`src/rtl/group_update_sequencer.sv`:
```
// group_update_sequencer: steps group_EN through 0..NUM_GROUPS-1 with a programmable dwell per group.
// Repeats for a programmed number of sweeps. Optional macro GROUP_GAP_EN adds one idle cycle after every group.
`default_nettype none

module group_update_sequencer #(
   parameter int NUM_GROUPS = 3,
   parameter int DWELL_W    = 8,
   parameter int SWEEP_W    = 16
) (
   input  logic               clk,
   input  logic               rst_n,
   input  logic               start,
   input  logic               stop,
   input  logic [DWELL_W-1:0] dwell_cycles,
   input  logic [SWEEP_W-1:0] num_sweeps,
   output logic [0:2]         group_EN,
   output logic               update_en,
   output logic               busy,
   output logic               sweep_done,
   output logic [SWEEP_W-1:0] sweep_count
);

   localparam logic [1:0] S_IDLE = 2'd0;
   localparam logic [1:0] S_RUN  = 2'd1;
`ifdef GROUP_GAP_EN
   localparam logic [1:0] S_GAP  = 2'd2;
`endif
   localparam logic [1:0] S_DONE = 2'd3;
   localparam logic [2:0] LAST_GRP = 3'(NUM_GROUPS - 1);

   logic [1:0]         state_q, state_d;
   logic [2:0]         group_q, group_d;
   logic [DWELL_W-1:0] dwell_cnt_q, dwell_cnt_d;
   logic [DWELL_W-1:0] dwell_len_q, dwell_len_d;
   logic [SWEEP_W-1:0] target_q, target_d;
   logic [SWEEP_W-1:0] count_q, count_d;
   logic               stop_pend_q, stop_pend_d;
   logic               stop_seen;
   logic [SWEEP_W-1:0] count_inc;

   always_ff @(posedge clk or negedge rst_n) begin
      if (!rst_n) begin
         state_q     <= S_IDLE;
         group_q     <= '0;
         dwell_cnt_q <= '0;
         dwell_len_q <= '0;
         target_q    <= '0;
         count_q     <= '0;
         stop_pend_q <= 1'b0;
      end else begin
         state_q     <= state_d;
         group_q     <= group_d;
         dwell_cnt_q <= dwell_cnt_d;
         dwell_len_q <= dwell_len_d;
         target_q    <= target_d;
         count_q     <= count_d;
         stop_pend_q <= stop_pend_d;
      end
   end

   // A stop seen in the deciding cycle itself counts toward ending the run.
   assign stop_seen = stop_pend_q | stop;
   assign count_inc = count_q + SWEEP_W'(1);

   always_comb begin
      state_d     = state_q;
      group_d     = group_q;
      dwell_cnt_d = dwell_cnt_q;
      dwell_len_d = dwell_len_q;
      target_d    = target_q;
      count_d     = count_q;
      stop_pend_d = stop_pend_q;
      case (state_q)
         S_IDLE: begin
            stop_pend_d = 1'b0;
            if (start) begin
               state_d     = S_RUN;
               group_d     = '0;
               dwell_len_d = (dwell_cycles == '0) ? DWELL_W'(1) : dwell_cycles;
               dwell_cnt_d = ((dwell_cycles == '0) ? DWELL_W'(1) : dwell_cycles) - DWELL_W'(1);
               target_d    = num_sweeps;
               count_d     = '0;
            end
         end
         S_RUN: begin
            stop_pend_d = stop_seen;
            if (dwell_cnt_q == '0) begin
               dwell_cnt_d = dwell_len_q - DWELL_W'(1);
               if (group_q != LAST_GRP) begin
                  group_d = group_q + 3'd1;
`ifdef GROUP_GAP_EN
                  state_d = S_GAP;
`endif
               end else begin
                  group_d = '0;
                  count_d = count_inc;
`ifdef GROUP_GAP_EN
                  state_d = S_GAP;
`else
                  if (((target_q != '0) && (count_inc == target_q)) || stop_seen)
                     state_d = S_DONE;
`endif
               end
            end else begin
               dwell_cnt_d = dwell_cnt_q - DWELL_W'(1);
            end
         end
`ifdef GROUP_GAP_EN
         S_GAP: begin
            stop_pend_d = stop_seen;
            // Group 0 in GAP means the sweep just completed; the count is already updated.
            if ((group_q == '0) &&
                (((target_q != '0) && (count_q == target_q)) || stop_seen))
               state_d = S_DONE;
            else
               state_d = S_RUN;
         end
`endif
         S_DONE: begin
            state_d     = S_IDLE;
            group_d     = '0;
            stop_pend_d = 1'b0;
         end
         default: begin
            state_d = S_IDLE;
            group_d = '0;
         end
      endcase
   end

   always_comb begin
      update_en   = (state_q == S_RUN);
      busy        = (state_q != S_IDLE);
      sweep_done  = (state_q == S_DONE);
      group_EN    = group_q;
      sweep_count = count_q;
   end

endmodule

`default_nettype wire

```
`config.mk`:
```
export PLATFORM = sky130hd
export DESIGN_NAME = group_update_sequencer
export DESIGN_NICKNAME = d
export VERILOG_FILES = /design/src/rtl/group_update_sequencer.sv
export SDC_FILE = /design/constraint.sdc
export NUM_CORES = 1
export LEC_CHECK = 0
export BUFFER_PORTS_ARGS = -buffer_cell sky130_fd_sc_hd__buf_4
export CORE_UTILIZATION = 35
export DETAILED_ROUTE_END_ITERATION = 12
export MAX_ROUTING_LAYER = met4
export SKIP_CTS_REPAIR_TIMING = 1
export SLEW_MARGIN = 10
export SYNTH_ARGS = -nofsm -noshare
export SYNTH_HDL_FRONTEND = slang
export SYNTH_SLANG_ARGS = --single-unit
export TNS_END_PERCENT = 100
```
`constraint.sdc`:
```
create_clock -name clk -period 2.1 [get_ports clk]
set_clock_uncertainty 0.15 [all_clocks]
set_input_delay 0.42 -clock clk [delete_from_list [all_inputs] [get_ports clk]]
set_output_delay 0.42 -clock clk [all_outputs]
set_load 0.1 [all_outputs]
```
== Word level (Yosys, flattened, before mapping) ==
Cells that the tools add are included.
Word-level totals
  register bits after elaboration: 54
  input bits: 28
  output and inout bits: 22
  logic and storage cells: 54
Operators by class
  add/subtract/negate cells: 5
  eq/ne operators: 8
  muxes and demuxes: 18
  bitwise operators: 1
  reductions and logical operators: 15
Operators by type and width (count)
  16-bit two-way mux: 3
  16-bit one-hot mux with 2 select lines: 1
  8-bit two-way mux: 3
  8-bit by 1-bit subtractor with 8-bit output (second input constant): 3
  16-bit by 1-bit adder with 16-bit output (second input constant): 1
  16-bit equality test: 1
  8-bit zero test: 2
  8-bit one-hot mux with 2 select lines: 1
  16-bit nonzero test: 1
  3-bit two-way mux: 3
  2-bit two-way mux: 4
  4-bit AND reduction: 2
  3-bit one-hot mux with 2 select lines: 1
  2-bit AND reduction: 3
  2-bit nonzero test: 3
  2-bit by 1-bit inequality test with 1-bit output (second input constant): 2
  2-bit inequality test (second input constant): 2
  2-bit one-hot mux with 2 select lines: 1
  3-bit by 1-bit adder with 3-bit output (second input constant): 1
  3-bit by 2-bit inequality test with 1-bit output (second input constant): 1
  2-bit by 1-bit equality test with 1-bit output (second input constant): 1
  2-bit equality test (second input constant): 1
  2-bit zero test: 1
  1-bit one-hot mux with 2 select lines: 1
  4 further kinds: 4

== Depth between registers and ports, before layout ==
  word-level depth: 8
  gate-level depth with buffers: 11
  mapped depth without buffers: 10

== Least setup slack after synthesis ==
OpenSTA, ideal clock, no wires.
  kind: register -> register
  from: register state_q[1]
  to: register dwell_cnt_q[6]
  setup time: 0.137 ns
  arrival time: 2.636 ns
  data required time: 1.813 ns
  setup slack: -0.823 ns
  cell stages (with the launch flop): 12
  buffers on the path: 1
  clock period less this slack: 2.923 ns
  cells stage by stage: dfrtp_1 inv_1 ha_1 buf_2 inv_2 a311oi_1 a21o_1 ha_1 o21ai_0 nor3_1 xnor2_1 a21oi_1
On the way
  word-level cells in the longest chain between the ends: 3
  elaborated cells on any way between the ends: 6
  those cells by class: eq/ne: 2; mux: 1; reduce/logical: 3
RTL lines
  start, declared: RTL line 31  | logic [1:0] state_q, state_d;
  start signal, assigned: RTL line 51  | state_q <= state_d;
  2-bit by 1-bit equality test with 1-bit output (*)
  named net update_en: RTL line 17  | output logic update_en,
  2-bit nonzero test (no source line)
  2-bit AND reduction (no source line)
  end signal, assigned: RTL line 53  | dwell_cnt_q <= dwell_cnt_d;
  end, declared: RTL line 33  | logic [DWELL_W-1:0] dwell_cnt_q, dwell_cnt_d;
Mark *: on every way through the listed nets, which the timed path passes. The rest lies on a longest branch.
A chain may end at the register's enable or synchronous reset.

== Final worst setup path ==
  from: register dwell_cnt_q[4]
  to: register count_q[15], in the netlist sweep_count[15]
On the way
  word-level cells in the longest chain between the ends: 3
RTL lines
  8-bit zero test: RTL line 87  | if (dwell_cnt_q == '0) begin
  2-bit by 1-bit inequality test with 1-bit output (no source line)
  4-bit AND reduction (no source line)
  end signal, assigned: RTL line 56  | count_q <= count_d;
  end, declared: RTL line 36  | logic [SWEEP_W-1:0] count_q, count_d;
Every way passes these cells.

==> metrics.md <==
| Metric | Value |
|---|---|
| First-pass DRT Iterations | 9 |
| Startpoint types | register |
| Critical Path AT | 2190 ps |
| Die ar. | 0.00968 mm2 |
| Final WS setup | -25.6 ps |
| Post-synth EDFFs | 0 |
| Worst hold path type | in2async |
| Combinational Power Share | 49.5% |
| Asr flop ratio synth | 100% |
| Crit end category | register |
| Dpl ws | -162 ps |
| CTS tree | done |
| DR vias/cell | 5.36 |
| Wire length on met1 | 4210 um |
| Via count | 2879 |
| Overall Power | 4.95 mW |
| Largest family of logic cells by synthesized area | simple AND/OR/NAND/NOR gates |
| H-tree Lvls | 2 |
| XOR/XNOR Fraction of Synth Area | 6.73% |
| Final net count | 462 |
| Sequential share of the synthesized area | 41.5% |
| Area of the core region | 0.00885 mm2 |
| Peak supply drop | 0.000560 V |
| Placed cell count | 520 |
| Leak | 1.83 nW |
| Die X | 98.4 um |
| Switching share of power | 40.9% |
| Io pins | 50 |
| Residual overflow from global routing | 0 |
| Antenna Cells | 0 |
| Vias in the first global route | 2849 |
| Switching Power | 2.03 mW |
| Max Buffers Root-to-Sink | 2 |
| Total GRT Usage | 18.8% |
| Routed WL | 8550 um |
| Clk pwr share | 15.1% |
| Synth Area in Compound Gates | 17.3% |
| Final hold violation count | 2 |
| Final min period | 2130 ps |
| Largest net degree at the start of global routing | 55 |
| Setup-failing EPs final | 6 |
| Synthesized cell area | 0.00325 mm2 |
| Yosys reg bits | 54 |
| # DRC | 3 |
| Clk slew on worst S/H paths | 100 ps |
| Mapped Nets | 368 |
| Failing checks | design-rule violations, negative hold slack, negative setup slack |
| CTS buffer count | 5 |
| Crit Path Category | reg2reg |
| Post-synthesis area per instance | 9.74 um2 |
| Power per cell area | 1090 mW/mm2 |
| Max Cap Viol | 0 |
| Rel. slew slack | 53.0% |
| Outcome | finished with violations |
| RSZ-0062 raised after global routing | yes |
| Max Transition Viols Final | 0 |
| Mux contribution to synthesized area | 7.96% |
| Fin crit share | 101% |
| Routed met2 length | 4020 um |
| Filler Cells Inserted | 804 |
| Worst EP required | 2160 ps |
| PortBufs | 49 |
| Internal power | 2.93 mW |
| Flop2flop setup slack | -30 ps |
| Slew @ Worst Pin | 705 ps |
| Clock Tree Root | clkbuf_8 |
| Met3 WL | 237 um |
| DR iter-0 viols | 98 |
| Height of the die | 98.4 um |
| First-pass GRT wire length | 14200 um |
| Clk sinks | 54 |
| Mapped Cells | 334 |
| Non-filler instance count after layout | 537 |
| Initial antenna violation count | 0 |
| YS warnings | 0 |
| Synth Area in Adders | 2.31% |
| WL/cell | 15.9 um |
| Layout cells sized above 1 | 47.6% |
| Final Wtd Congestion | 0.839 |
| Main synth FF type | dfrtp_1 |
| Sequential Power Share | 35.5% |
| Worst skew pair latency | 310 ps |
| Post-Synth Simple-Gate Area | 20.4% |
| ANT nets after route | 0 |
| Highest Signal Layer | met4 |
| CP max FO | 11 |
| Initial Util | 36.8% |
| Min Hold Slack | -3.71 ps |
| Netlist cell types | 59 |
| Fmax | 470 MHz |
| P&R area growth vs syn | 39.9% |
| Rows | 34 |
| Post-DP HPWL | 6220 um |
## metal layers
metal,global-route usage [%],vias up
li1,-,1425
met1,26.0,1399
met2,29.3,48
met3,2.62,7
met4,4.59,0
met5,-,-
## stage by stage
step / setup TNS, ps / util, % / cell area (um2)
after floorplan: -857 / - / 3440
after global placement: -250 / 47.4 / 4190
after detailed placement: -407 / 47.4 / 4190
after CTS: -288 / 48.7 / 4310
after global routing: -1040 / 51.4 / 4550
final: -84.0 / 51.4 / 4550
## logic make-up (layout without fill, tap and decap cells)
family	after synthesis	after routing
AO/OA/AOI/OAI	89	89
XOR/XNOR	25	25
adder cells (fa/ha/maj)	6	6
buffers and inverters	24	119
flip-flops	54	54
multiplexers	23	23
AND/OR/NAND/NOR	113	113
## cell usage in the layout, fill, tap and decap left out, types with 3 or more instances in the layout
| cell type | netlist | routed |
|---|---|---|
| nor4_2 | 5 | 3 |
| dfrtp_2 | 0 | 5 |
| nor4_1 | 7 | 7 |
| o21ai_1 | 6 | 13 |
| a31oi_1 | 6 | 5 |
| nand2_1 | 20 | 19 |
| xor2_1 | 5 | 4 |
| o21ai_2 | 0 | 6 |
| nand3_4 | 1 | 3 |
| nand3_1 | 4 | 4 |
| o41ai_2 | 0 | 3 |
| nor2b_1 | 4 | 4 |
| xnor2_1 | 20 | 20 |
| or3_1 | 4 | 3 |
| o31ai_1 | 4 | 4 |
| nor2_2 | 0 | 5 |
| nand4_1 | 7 | 7 |
| nor2_1 | 33 | 27 |
| dfrtp_1 | 54 | 37 |
| buf_4 | 4 | 91 |
| buf_6 | 1 | 9 |
| o21a_1 | 3 | 3 |
| a21oi_1 | 17 | 15 |
| inv_1 | 7 | 6 |
| dfrtp_4 | 0 | 12 |
| nor3_1 | 7 | 6 |
| clkbuf_8 | 0 | 5 |
| nor4_4 | 1 | 3 |
| o21ai_0 | 24 | 11 |
| mux2_2 | 23 | 23 |
## path summary, 6_finish.rpt
check | startpoint | endpoint | cells after the start
max | dwell_cnt_q[4]$_DFFE_PN0P_ | sweep_count[15]$_DFFE_PN0P_ | 9
min | rst_n | target_q[2]$_DFFE_PN0P_ | 1
max reg2reg | dwell_cnt_q[4]$_DFFE_PN0P_ | sweep_count[15]$_DFFE_PN0P_ | 9
min reg2reg | dwell_len_q[6]$_DFFE_PN0P_ | dwell_len_q[6]$_DFFE_PN0P_ | 1
max in group asynchronous | rst_n | sweep_count[9]$_DFFE_PN0P_ | 1
min in group clk | num_sweeps[11] | target_q[11]$_DFFE_PN0P_ | 2
## final cells by class
class                           count  area (um2)  share of cell area [%]
Tap cell                          108         135                    2.97
Clock buffer                        5        68.8                    1.51
Multi-Input combinational cell    256        2030                    44.6
Inverter                            8        35.0                   0.770
Clock inverter                      3        48.8                    1.07
Timing Repair Buffer              103         830                    18.2
Sequential cell                    54        1400                    30.8
## synthesized netlist by cell type, types with 2 or more instances
| master | instances | area [um2] |
|---|---|---|
| a211oi_1 | 2 | 15.0 |
| a21o_1 | 2 | 15.0 |
| a21oi_1 | 17 | 85.1 |
| a22o_1 | 2 | 17.5 |
| a311oi_1 | 5 | 43.8 |
| a31oi_1 | 6 | 37.5 |
| a32oi_1 | 2 | 17.5 |
| and2_0 | 2 | 12.5 |
| buf_2 | 6 | 30.0 |
| buf_4 | 4 | 30.0 |
| clkbuf_1 | 4 | 15.0 |
| dfrtp_1 | 54 | 1350 |
| ha_1 | 6 | 75.1 |
| inv_1 | 7 | 26.3 |
| mux2_2 | 23 | 259 |
| nand2_1 | 20 | 75.1 |
| nand3_1 | 4 | 20.0 |
| nand3_2 | 2 | 20.0 |
| nand3b_1 | 2 | 15.0 |
| nand4_1 | 7 | 43.8 |
| nand4_2 | 2 | 25.0 |
| nor2_1 | 33 | 124 |
| nor2b_1 | 4 | 25.0 |
| nor3_1 | 7 | 35.0 |
| nor4_1 | 7 | 43.8 |
| nor4_2 | 5 | 62.6 |
| o211ai_1 | 2 | 15.0 |
| o21a_1 | 3 | 22.5 |
| o21ai_0 | 24 | 120 |
| o21ai_1 | 6 | 30.0 |
| o22ai_1 | 3 | 18.8 |
| o311ai_0 | 2 | 17.5 |
| o31ai_1 | 4 | 30.0 |
| o41ai_1 | 3 | 26.3 |
| or3_1 | 4 | 25.0 |
| or4_1 | 2 | 15.0 |
| xnor2_1 | 20 | 175 |
| xor2_1 | 5 | 43.8 |
## worst max-delay path, stage by stage, from the launching register on
cell and delay (ps):
dfrtp_1 430, nor4_4 320, buf_6 170, buf_4 120, and3b_4 230, and3_4 210, buf_12 130, and2_0 110
o21ai_0 70, o31ai_1 90
## sequential cells by signal (all words and copies together), names as in the netlist
name         cells
sweep_count     16
target_q        16
dwell_cnt_q      8
dwell_len_q      8
group_EN         3
state_q          2
stop_pend_q      1
## power groups by stage
stage | Combinational, mW | Sequential (mW) | Clock, mW
after floorplan | 1.59 | 1.68 | 0
after global placement | 2.20 | 1.75 | 0
after global routing | 2.68 | 1.80 | 0.803
after CTS | 2.25 | 1.74 | 0.765
after detailed placement | 2.25 | 1.76 | 0
final | 2.45 | 1.76 | 0.747
Note: power is estimated with default switching activity, not from simulation.
